==> src/rtl/fetch_pkg.sv <==
// Shared defaults and slot type for the fetch front end.
package fetch_pkg;

  localparam int unsigned FETCH_ADDR_W = 16;
  localparam int unsigned FETCH_INST_W = 16;
  // Stale-response counter; wide enough for several back-to-back redirects.
  localparam int unsigned DROP_CNT_W   = 8;

  localparam logic [FETCH_INST_W-1:0] NOP_INST = '0;

  typedef struct packed {
    logic [FETCH_ADDR_W-1:0] pc;
    logic [FETCH_INST_W-1:0] inst;
    logic                    filled;
  } fetch_slot_t;

endpackage

==> src/rtl/fetch_slot_queue.sv <==
// In-order slot queue: a slot is allocated when a request is accepted, filled when its
// response returns and popped by decode once filled.
module fetch_slot_queue
  import fetch_pkg::*;
#(
  parameter int unsigned               DEPTH    = 2,
  parameter logic [FETCH_ADDR_W-1:0]   RESET_PC = '0
) (
  input  logic                      clk_i,
  input  logic                      rst_ni,
  input  logic                      clear_i,
  input  logic                      alloc_i,
  input  logic [FETCH_ADDR_W-1:0]   alloc_pc_i,
  input  logic                      fill_i,
  input  logic [FETCH_INST_W-1:0]   fill_data_i,
  input  logic                      pop_i,
  output logic [FETCH_ADDR_W-1:0]   head_pc_o,
  output logic [FETCH_INST_W-1:0]   head_inst_o,
  output logic                      head_valid_o,
  output logic [$clog2(DEPTH):0]    count_o,
  output logic [$clog2(DEPTH):0]    unfilled_o
);

  localparam int unsigned PtrW = $clog2(DEPTH);
  localparam int unsigned CntW = PtrW + 1;

  fetch_slot_t     slots_q [DEPTH];
  fetch_slot_t     slots_d [DEPTH];
  logic [PtrW-1:0] head_q, head_d, alloc_q, alloc_d, fill_q, fill_d;
  logic [CntW-1:0] count_q, count_d;
  logic [PtrW-1:0] pend_diff;

  always_comb begin
    slots_d = slots_q;
    head_d  = head_q;
    alloc_d = alloc_q;
    fill_d  = fill_q;
    count_d = count_q;
    if (clear_i) begin
      head_d  = '0;
      alloc_d = '0;
      fill_d  = '0;
      count_d = '0;
      for (int unsigned i = 0; i < DEPTH; i++) begin
        slots_d[i].filled = 1'b0;
      end
    end else begin
      if (alloc_i) begin
        slots_d[alloc_q].pc     = alloc_pc_i;
        slots_d[alloc_q].filled = 1'b0;
        alloc_d                 = alloc_q + PtrW'(1);
      end
      if (fill_i) begin
        slots_d[fill_q].inst   = fill_data_i;
        slots_d[fill_q].filled = 1'b1;
        fill_d                 = fill_q + PtrW'(1);
      end
      if (pop_i) begin
        head_d = head_q + PtrW'(1);
      end
      count_d = count_q + CntW'(alloc_i) - CntW'(pop_i);
    end
  end

  // alloc == fill is ambiguous when full: the fill slot's flag tells all-filled from none-filled.
  always_comb begin
    pend_diff  = alloc_q - fill_q;
    unfilled_o = {1'b0, pend_diff};
    if (alloc_q == fill_q && count_q == CntW'(DEPTH) && !slots_q[fill_q].filled) begin
      unfilled_o = CntW'(DEPTH);
    end
  end

  always_comb begin
    head_pc_o    = slots_q[head_q].pc;
    head_inst_o  = slots_q[head_q].inst;
    head_valid_o = (count_q != '0) && slots_q[head_q].filled;
    count_o      = count_q;
  end

  always_ff @(posedge clk_i or negedge rst_ni) begin
    if (!rst_ni) begin
      for (int unsigned i = 0; i < DEPTH; i++) begin
        slots_q[i] <= '{pc: RESET_PC, inst: NOP_INST, filled: 1'b0};
      end
      head_q  <= '0;
      alloc_q <= '0;
      fill_q  <= '0;
      count_q <= '0;
    end else begin
      slots_q <= slots_d;
      head_q  <= head_d;
      alloc_q <= alloc_d;
      fill_q  <= fill_d;
      count_q <= count_d;
    end
  end

endmodule

==> src/rtl/fetch_prefetch.sv <==
// Fetch stage: owns the PC, issues word requests to instruction memory and buffers replies
// for decode. Defining FETCH_PERF_EN adds saturating stall/flush performance counters.
module fetch_prefetch
  import fetch_pkg::*;
#(
  parameter int unsigned        ADDR_W   = FETCH_ADDR_W,
  parameter int unsigned        INST_W   = FETCH_INST_W,
  parameter int unsigned        DEPTH    = 2,
  parameter logic [ADDR_W-1:0]  RESET_PC = '0
) (
  input  logic              clk,
  input  logic              rst,
  output logic              imem_req_valid,
  input  logic              imem_req_ready,
  output logic [ADDR_W-1:0] imem_addr,
  input  logic              imem_rsp_valid,
  input  logic [INST_W-1:0] imem_rsp_data,
  input  logic              flush,
  input  logic [ADDR_W-1:0] flush_pc,
  input  logic              id_ready,
  output logic              id_valid,
  output logic [INST_W-1:0] inst_fetch,
  output logic [ADDR_W-1:0] PC_fetch,
  output logic [ADDR_W-1:0] PCPlus1
`ifdef FETCH_PERF_EN
  ,
  output logic [31:0]       perf_stall_cnt,
  output logic [31:0]       perf_flush_cnt
`endif
);

  localparam int unsigned CntW = $clog2(DEPTH) + 1;

  logic [ADDR_W-1:0]     pc_q, pc_d;
  logic [DROP_CNT_W-1:0] drop_cnt_q, drop_cnt_d;
  logic [ADDR_W-1:0]     head_pc;
  logic [INST_W-1:0]     head_inst;
  logic                  head_valid;
  logic [CntW-1:0]       count, unfilled;
  logic                  alloc, fill, pop, rsp_stale, rsp_keep;

  always_comb begin
    imem_req_valid = rst && !flush && (count < CntW'(DEPTH));
    imem_addr      = pc_q;
    id_valid       = head_valid && !flush;
    PC_fetch       = head_pc;
    PCPlus1        = head_pc + ADDR_W'(1);
    inst_fetch     = id_valid ? head_inst : NOP_INST;
    alloc          = imem_req_valid && imem_req_ready;
    pop            = id_valid && id_ready;
    rsp_stale      = imem_rsp_valid && (drop_cnt_q != '0);
    rsp_keep       = imem_rsp_valid && (drop_cnt_q == '0) && (unfilled != '0);
    fill           = rsp_keep && !flush;
  end

  // On redirect every still-unfilled slot becomes a response to throw away; a response
  // consumed in the same cycle is already one of them.
  always_comb begin
    pc_d       = pc_q;
    drop_cnt_d = drop_cnt_q;
    if (flush) begin
      pc_d       = flush_pc;
      drop_cnt_d = drop_cnt_q + DROP_CNT_W'(unfilled) - DROP_CNT_W'(rsp_stale || rsp_keep);
    end else begin
      if (alloc) begin
        pc_d = pc_q + ADDR_W'(1);
      end
      if (rsp_stale) begin
        drop_cnt_d = drop_cnt_q - DROP_CNT_W'(1);
      end
    end
  end

  always_ff @(posedge clk or negedge rst) begin
    if (!rst) begin
      pc_q       <= RESET_PC;
      drop_cnt_q <= '0;
    end else begin
      pc_q       <= pc_d;
      drop_cnt_q <= drop_cnt_d;
    end
  end

  fetch_slot_queue #(
    .DEPTH    (DEPTH),
    .RESET_PC (RESET_PC)
  ) u_queue (
    .clk_i        (clk),
    .rst_ni       (rst),
    .clear_i      (flush),
    .alloc_i      (alloc),
    .alloc_pc_i   (pc_q),
    .fill_i       (fill),
    .fill_data_i  (imem_rsp_data),
    .pop_i        (pop),
    .head_pc_o    (head_pc),
    .head_inst_o  (head_inst),
    .head_valid_o (head_valid),
    .count_o      (count),
    .unfilled_o   (unfilled)
  );

`ifdef FETCH_PERF_EN
  logic [31:0] perf_stall_q, perf_stall_d, perf_flush_q, perf_flush_d;

  always_comb begin
    perf_stall_d = perf_stall_q;
    perf_flush_d = perf_flush_q;
    if (id_ready && !id_valid && perf_stall_q != '1) begin
      perf_stall_d = perf_stall_q + 32'd1;
    end
    if (flush && perf_flush_q != '1) begin
      perf_flush_d = perf_flush_q + 32'd1;
    end
  end

  always_ff @(posedge clk or negedge rst) begin
    if (!rst) begin
      perf_stall_q <= '0;
      perf_flush_q <= '0;
    end else begin
      perf_stall_q <= perf_stall_d;
      perf_flush_q <= perf_flush_d;
    end
  end

  assign perf_stall_cnt = perf_stall_q;
  assign perf_flush_cnt = perf_flush_q;
`endif

`ifndef SYNTHESIS
  // A response that is not being dropped must have an allocated, unfilled slot to land in.
  rsp_has_slot: assert property (@(posedge clk) disable iff (!rst)
    !(imem_rsp_valid && drop_cnt_q == '0 && unfilled == '0))
    else $error("fetch_prefetch: instruction response with no outstanding request");
`endif

endmodule

==> config.mk <==
export PLATFORM = sky130hd
export DESIGN_NAME = fetch_prefetch
export DESIGN_NICKNAME = d
export VERILOG_FILES = /design/src/rtl/fetch_pkg.sv /design/src/rtl/fetch_slot_queue.sv /design/src/rtl/fetch_prefetch.sv
export SDC_FILE = /design/constraint.sdc
export NUM_CORES = 1
export LEC_CHECK = 0
export ABC_AREA = 1
export CORE_ASPECT_RATIO = 1.25
export CORE_MARGIN = 1.5
export CORE_UTILIZATION = 53
export CTS_BUF_LIST = sky130_fd_sc_hd__clkbuf_16
export DETAILED_ROUTE_END_ITERATION = 8
export PLACE_DENSITY = 0.88
export SLEW_MARGIN = 20
export SYNTH_ARGS = -nofsm -noshare
export SYNTH_HDL_FRONTEND = slang
export SYNTH_SLANG_ARGS = --single-unit
==> constraint.sdc <==
create_clock -name clk -period 3.5 [get_ports clk]
set_input_delay 0.7 -clock clk [delete_from_list [all_inputs] [get_ports clk]]
set_output_delay 0.7 -clock clk [all_outputs]
set_load 0.03 [all_outputs]
[Word-level counts from Yosys, hierarchy flattened]
Cells that the tools add are included.
Word-level totals
  logic and storage cells: 95
  register bits after elaboration: 95
  output and inout port bits: 66
  bits of input ports: 38
Operators by class
  eq/ne operators: 2
  magnitude comparators: 6
  multiplexer cells: 36
  add/sub/neg operators: 11
  reduce and logical (&&, ||, !) cells: 25
  bitwise operators: 3
Operators with widths (count)
  66-bit bitwise mux: 4
  66-bit 2-to-1 mux: 3
  33-bit demux with 1-bit select: 4
  33-bit 2-to-1 mux: 4
  16-bit 2-to-1 mux: 3
  16-bit by 1-bit adder with 16-bit output (second input constant): 2
  17-bit 2-to-1 mux: 1
  8-bit 2-to-1 mux: 2
  1-bit logical AND: 14
  1-bit 2-to-1 mux: 13
  2-bit nonzero test: 6
  8-bit by 2-bit adder with 8-bit output: 1
  8-bit zero test: 1
  8-bit nonzero test: 1
  8-bit by 1-bit subtractor with 8-bit output: 1
  8-bit by 1-bit subtractor with 8-bit output (second input constant): 1
  2-bit greater-or-equal comparator (second input constant): 3
  1-bit inverter with 2-bit output: 3
  2-bit by 1-bit less-than comparator with 1-bit output (second input constant): 2
  2-bit 2-to-1 mux: 2
  1-bit adder (second input constant): 3
  2-bit by 1-bit adder with 2-bit output: 1
  2-bit equality test (second input constant): 1
  1-bit zero test: 2
  other kinds (5): 5

[Logic depth before layout (Yosys ltp)]
  depth after elaboration: 13
  mapped depth: 21
  gate-level depth less buffers: 21

[By module]
Synthesis repeated with hierarchy kept, for this count alone.
Unflattened totals
  cell total of the unflattened synthesis: 770
  area, all modules: 5733.0 sq um
Modules (own cells, without submodules)
  fetch_slot_queue: times used 1, cells each 388, seq. area each 1776.7 sq um, area an instance 3225.6 sq um
  fetch_prefetch: times used 1, cells each 382, seq. area each 600.6 sq um, area an instance 2507.4 sq um

[Worst setup path after synthesis]
Ideal clock, no wire load.
  kind: reg-to-output
  start point: reg u_queue.head_q
  end point: out PCPlus1[8]
  required time: 2.800 ns
  data arrival time: 2.050 ns
  stages on the path, launching flop included: 10
  slack: 0.750 ns
  path through: dfrtp_1 inv_1 buf_4 nand2_1 nand2_1 ha_1 nand2_1 nor2_1 nand2_1 xor2_1
On the way
  longest elaborated chain between the ends: 5
RTL lines
  start, declared: line fetch_slot_queue.sv:29  | logic [PtrW-1:0] head_q, head_d, alloc_q, alloc_d, fill_q, fill_d;
  start signal, assigned: line fetch_slot_queue.sv:86  | head_q <= '0;
  start signal, assigned: line fetch_slot_queue.sv:92  | head_q <= head_d;
  1-bit inverter with 2-bit output (implied by the code): line fetch_slot_queue.sv:75  | head_pc_o = slots_q[head_q].pc;
  33-bit 2-to-1 mux (implied by the code) (3 in a row): line fetch_slot_queue.sv:75
  named net PC_fetch[0]: line fetch_prefetch.sv:23  | output logic [ADDR_W-1:0] PC_fetch,
  16-bit by 1-bit adder with 16-bit output: line fetch_prefetch.sv:47  | PCPlus1 = head_pc + ADDR_W'(1);
  end, declared: line fetch_prefetch.sv:24  | output logic [ADDR_W-1:0] PCPlus1
The timed path passes the listed nets, and every way through them passes these cells. The select of a mux whose other input is x is not followed.

[Worst setup path in the final report]
  start point: reg u_queue.head_q
  end point: out PCPlus1[9]
On the way
  longest elaborated chain between the ends: 5
RTL lines (line)
  1-bit inverter with 2-bit output (implied by the code): fetch_slot_queue.sv:75
  33-bit 2-to-1 mux (implied by the code) (3 in a row): fetch_slot_queue.sv:75
  16-bit by 1-bit adder with 16-bit output: fetch_prefetch.sv:47
Every way passes these cells. The select of a mux whose other input is x is not followed.

==> qor.yml <==
status: "finished clean"
syn_to_final_growth_pct: 22.0
vias: 5593
slew_violations: 0
dpl_cell_area_sq_mm: 0.00675
setup.worst_path.start_class: "flop"
fin_hold_ws_ns: 0.262
dieArea_sq_mm: 0.0115
synth_cells: 801
grt_max_degree: 69
arrival_ns: 2.59
total_leakage_power_nw: 3.50
worst_r2r_endpoint: "drop_cnt_q[4]"
ys_ff_latch: 95
tns_ns: 0
dieWidth_microns: 96.2
avgSynthCellArea_sq_um: 7.19
holdBufCountCts: 0
clockBufferDepth: 2
initial_core_util_pct: 54.5
hold_viol: 0
synth_area_sq_mm: 0.00576
worstSetupEndpoint: "PCPlus1[9]"
drt-pass1-iter-count: 5
rsz0062_at_grt: "false"
peakVddDrop_uv: 340
hpwl_mm: 10.8
finish.instance_area_sq_mm: 0.00703
swShare_pct: 40.2
power_density_mw_per_mm2: 562
die_y_microns: 120
drc: 0
rows: 42
grt_use_total_pct: 27.0
combPwrFrac_pct: 41.6
ant_nets: 0
worstSetupPathType: "flop to primary output"
synth_area_leaders: "dfrtp_1 (41%), nand2_1 (19%), nand3_1 (7.3%), o21ai_0 (5.5%), inv_1 (5.1%)"
finalCriticalPeriod_ns: 3.29
drv_cap: 0
drive_above_1_share_pct: 9.42
finalSetupViolCount: 0
p_sw_w: 0.00159
fin_util_pct: 66.5
grt_overflow: 0
end_kind: "primary output"
clock_skew_ns: 0.00620
worstReg2RegStart: "drop_cnt_q[3]"
ys_types: 35
synth-edff-count: 0
wl_mm: 14.8
cts-root-buf: "clkbuf_16"
routed_via_density: 5.41
yosysSeqAreaShare_pct: 41.3
fin_nets: 958
critPathRequiredTime_ns: 2.80
finalCritPeriodShare_pct: 94.0
grt_pass1_vias: 5228
port-buffer-count: 103
synth_ff_type: "dfrtp_1"
grt_first_pass_wirelength_mm: 24.0
cts_tree: "built"
io_pins: 104
crit_start: "u_queue.head_q"
syn-num-nets: 862
rr_worst_depth: 20
slew_headroom_pct: 43.2
numCtsBuffers: 9
async_flop_share_pct: 100
wire_per_inst_microns: 14.3
hold_path.class: "input pin to async pin"
clockPowerShare_pct: 22.9
clk_latency_ns: 0.34
cts_sinks: 95
internal_power_w: 0.00236
yosysTopAreaCellShare_pct: 41.3
antenna_found_initial: 0
n_antenna_cell: 0
fmax_mhz: 304
worst_pin_slew_ns: 0.852
yosysTopAreaCell: "dfrtp_1"
dr.first_iter.drc_count: 539
core_sq_mm: 0.0106
seqPwrFrac_pct: 35.5
crit_fanout: 11
post_cts_buffers: 0
yosysWarnings: 0
htree_levels: 3
path_clk_slew_ns: 0.07
r2r_setup_slack_ns: 0.50
gp_congestion: 0.933
## routing by layer
layer	GRT usage (%)	vias up	wire length, microns
met2	45.0	172	7510
met4	12.1	0	463
met3	4.06	36	755
met5	0	-	0
met1	34.0	2617	6020
li1	-	2768	-
## Yosys cell counts (4+ instances only)
| cell type | count |
|---|---|
| a21oi_1 | 25 |
| buf_2 | 8 |
| buf_4 | 9 |
| buf_6 | 4 |
| clkbuf_1 | 7 |
| dfrtp_1 | 95 |
| ha_1 | 22 |
| inv_1 | 78 |
| nand2_1 | 287 |
| nand3_1 | 84 |
| nand4_1 | 10 |
| nor2_1 | 51 |
| nor3_1 | 4 |
| o211ai_1 | 5 |
| o21ai_0 | 63 |
| o21ai_1 | 5 |
| o21ai_2 | 5 |
| o22ai_1 | 4 |
| xor2_1 | 10 |
## cell families (layout without fill, tap and decap cells)
family | Yosys count | count (layout) | share of synthesized area, %
AO/OA/AOI/OAI | 111 | 111 | 10.5
XOR/XNOR | 13 | 13 | 1.98
adder cells (fa/ha/maj) | 23 | 23 | 5.13
buffers and inverters | 111 | 212 | 8.54
flip-flops | 95 | 95 | 41.3
AND/OR/NAND/NOR | 448 | 448 | 32.6
## sequential cells by signal, summed over array words and instances, names as in the netlist
signal,cells
imem_addr,16
u_queue.count_o,2
u_queue.head_q,1
u_queue.alloc_q,1
drop_cnt_q,8
u_queue.slots_q,66
u_queue.fill_q,1
## cell usage in the layout (no fill, tap or decap), types with 3 or more instances in the layout
| cell type | instances |
|---|---|
| nand2_1 | 287 |
| dfrtp_1 | 95 |
| nand3_1 | 84 |
| inv_1 | 78 |
| o21ai_0 | 63 |
| clkdlybuf4s50_1 | 61 |
| buf_4 | 52 |
| nor2_1 | 51 |
| a21oi_1 | 25 |
| ha_1 | 22 |
| nand4_1 | 10 |
| xor2_1 | 10 |
| clkbuf_16 | 9 |
| o21ai_1 | 5 |
| o211ai_1 | 5 |
| o21ai_2 | 5 |
| nor3_1 | 4 |
| o22ai_1 | 4 |
| xnor2_1 | 3 |
| nor2_2 | 3 |
| inv_2 | 3 |
| clkinv_1 | 3 |
## power groups by stage
stage | Clock (W) | Combinational [W] | Sequential [W]
after detailed placement | 0 | 0.00164 | 0.00142
after global placement | 0 | 0.00160 | 0.00141
final | 0.000905 | 0.00164 | 0.00140
after global routing | 0.000968 | 0.00185 | 0.00142
after CTS | 0.000918 | 0.00165 | 0.00140
after floorplan | 0 | 0.00111 | 0.00142
## cell type report
type / count / area (sq um)
Fill cell: 909 / 3540
Clock inverter: 7 / 48.8
Clock buffer: 9 / 225
Tap cell: 132 / 165
Sequential cell: 95 / 2380
Multi-Input combinational cell: 595 / 2890
Timing Repair Buffer: 114 / 1010
Inverter: 82 / 308
## through the flow
step           setup slack [ns]  instances  total power [W]
2_1_floorplan             0.750        801          0.00254
3_3_place_gp              0.401       1018          0.00301
3_5_place_dp              0.330       1018          0.00306
4_1_cts                   0.194       1034          0.00397
5_1_grt                  0.0104       1034          0.00424
6_report                  0.212       1034          0.00395
## worst max-delay path, cell delays in order (launching register included)
cell,delay (ns)
dfrtp_1,0.39
inv_1,0.29
buf_4,0.21
nand2_1,0.06
o21ai_2,0.09
nand2_1,0.10
nor2_1,0.19
nand2_1,0.12
o21ai_1,0.15
nand2_1,0.07
clkdlybuf4s50_1,0.59
## repair_timing
item                                    4_1_cts  5_1_grt
endpoints found under the setup margin        0        1
endpoints found under the hold margin         0        0
resized for setup                             0        1
## worst min path at each step
| stage | slack [ns] | to | from | cells past startpoint |
|---|---|---|---|---|
| floorplan | 0.40 | drop_cnt_q[0] | rst | 0 |
| global placement | 0.45 | u_queue.slots_q[42] | u_queue.slots_q[42] | 2 |
| detailed placement | 0.46 | u_queue.slots_q[15] | u_queue.slots_q[15] | 2 |
| CTS | 0.27 | u_queue.slots_q[40] | rst | 1 |
| global route | 0.29 | u_queue.slots_q[40] | rst | 1 |
| finish | 0.26 | u_queue.slots_q[40] | rst | 1 |
Power figures use the tool's default switching activity.
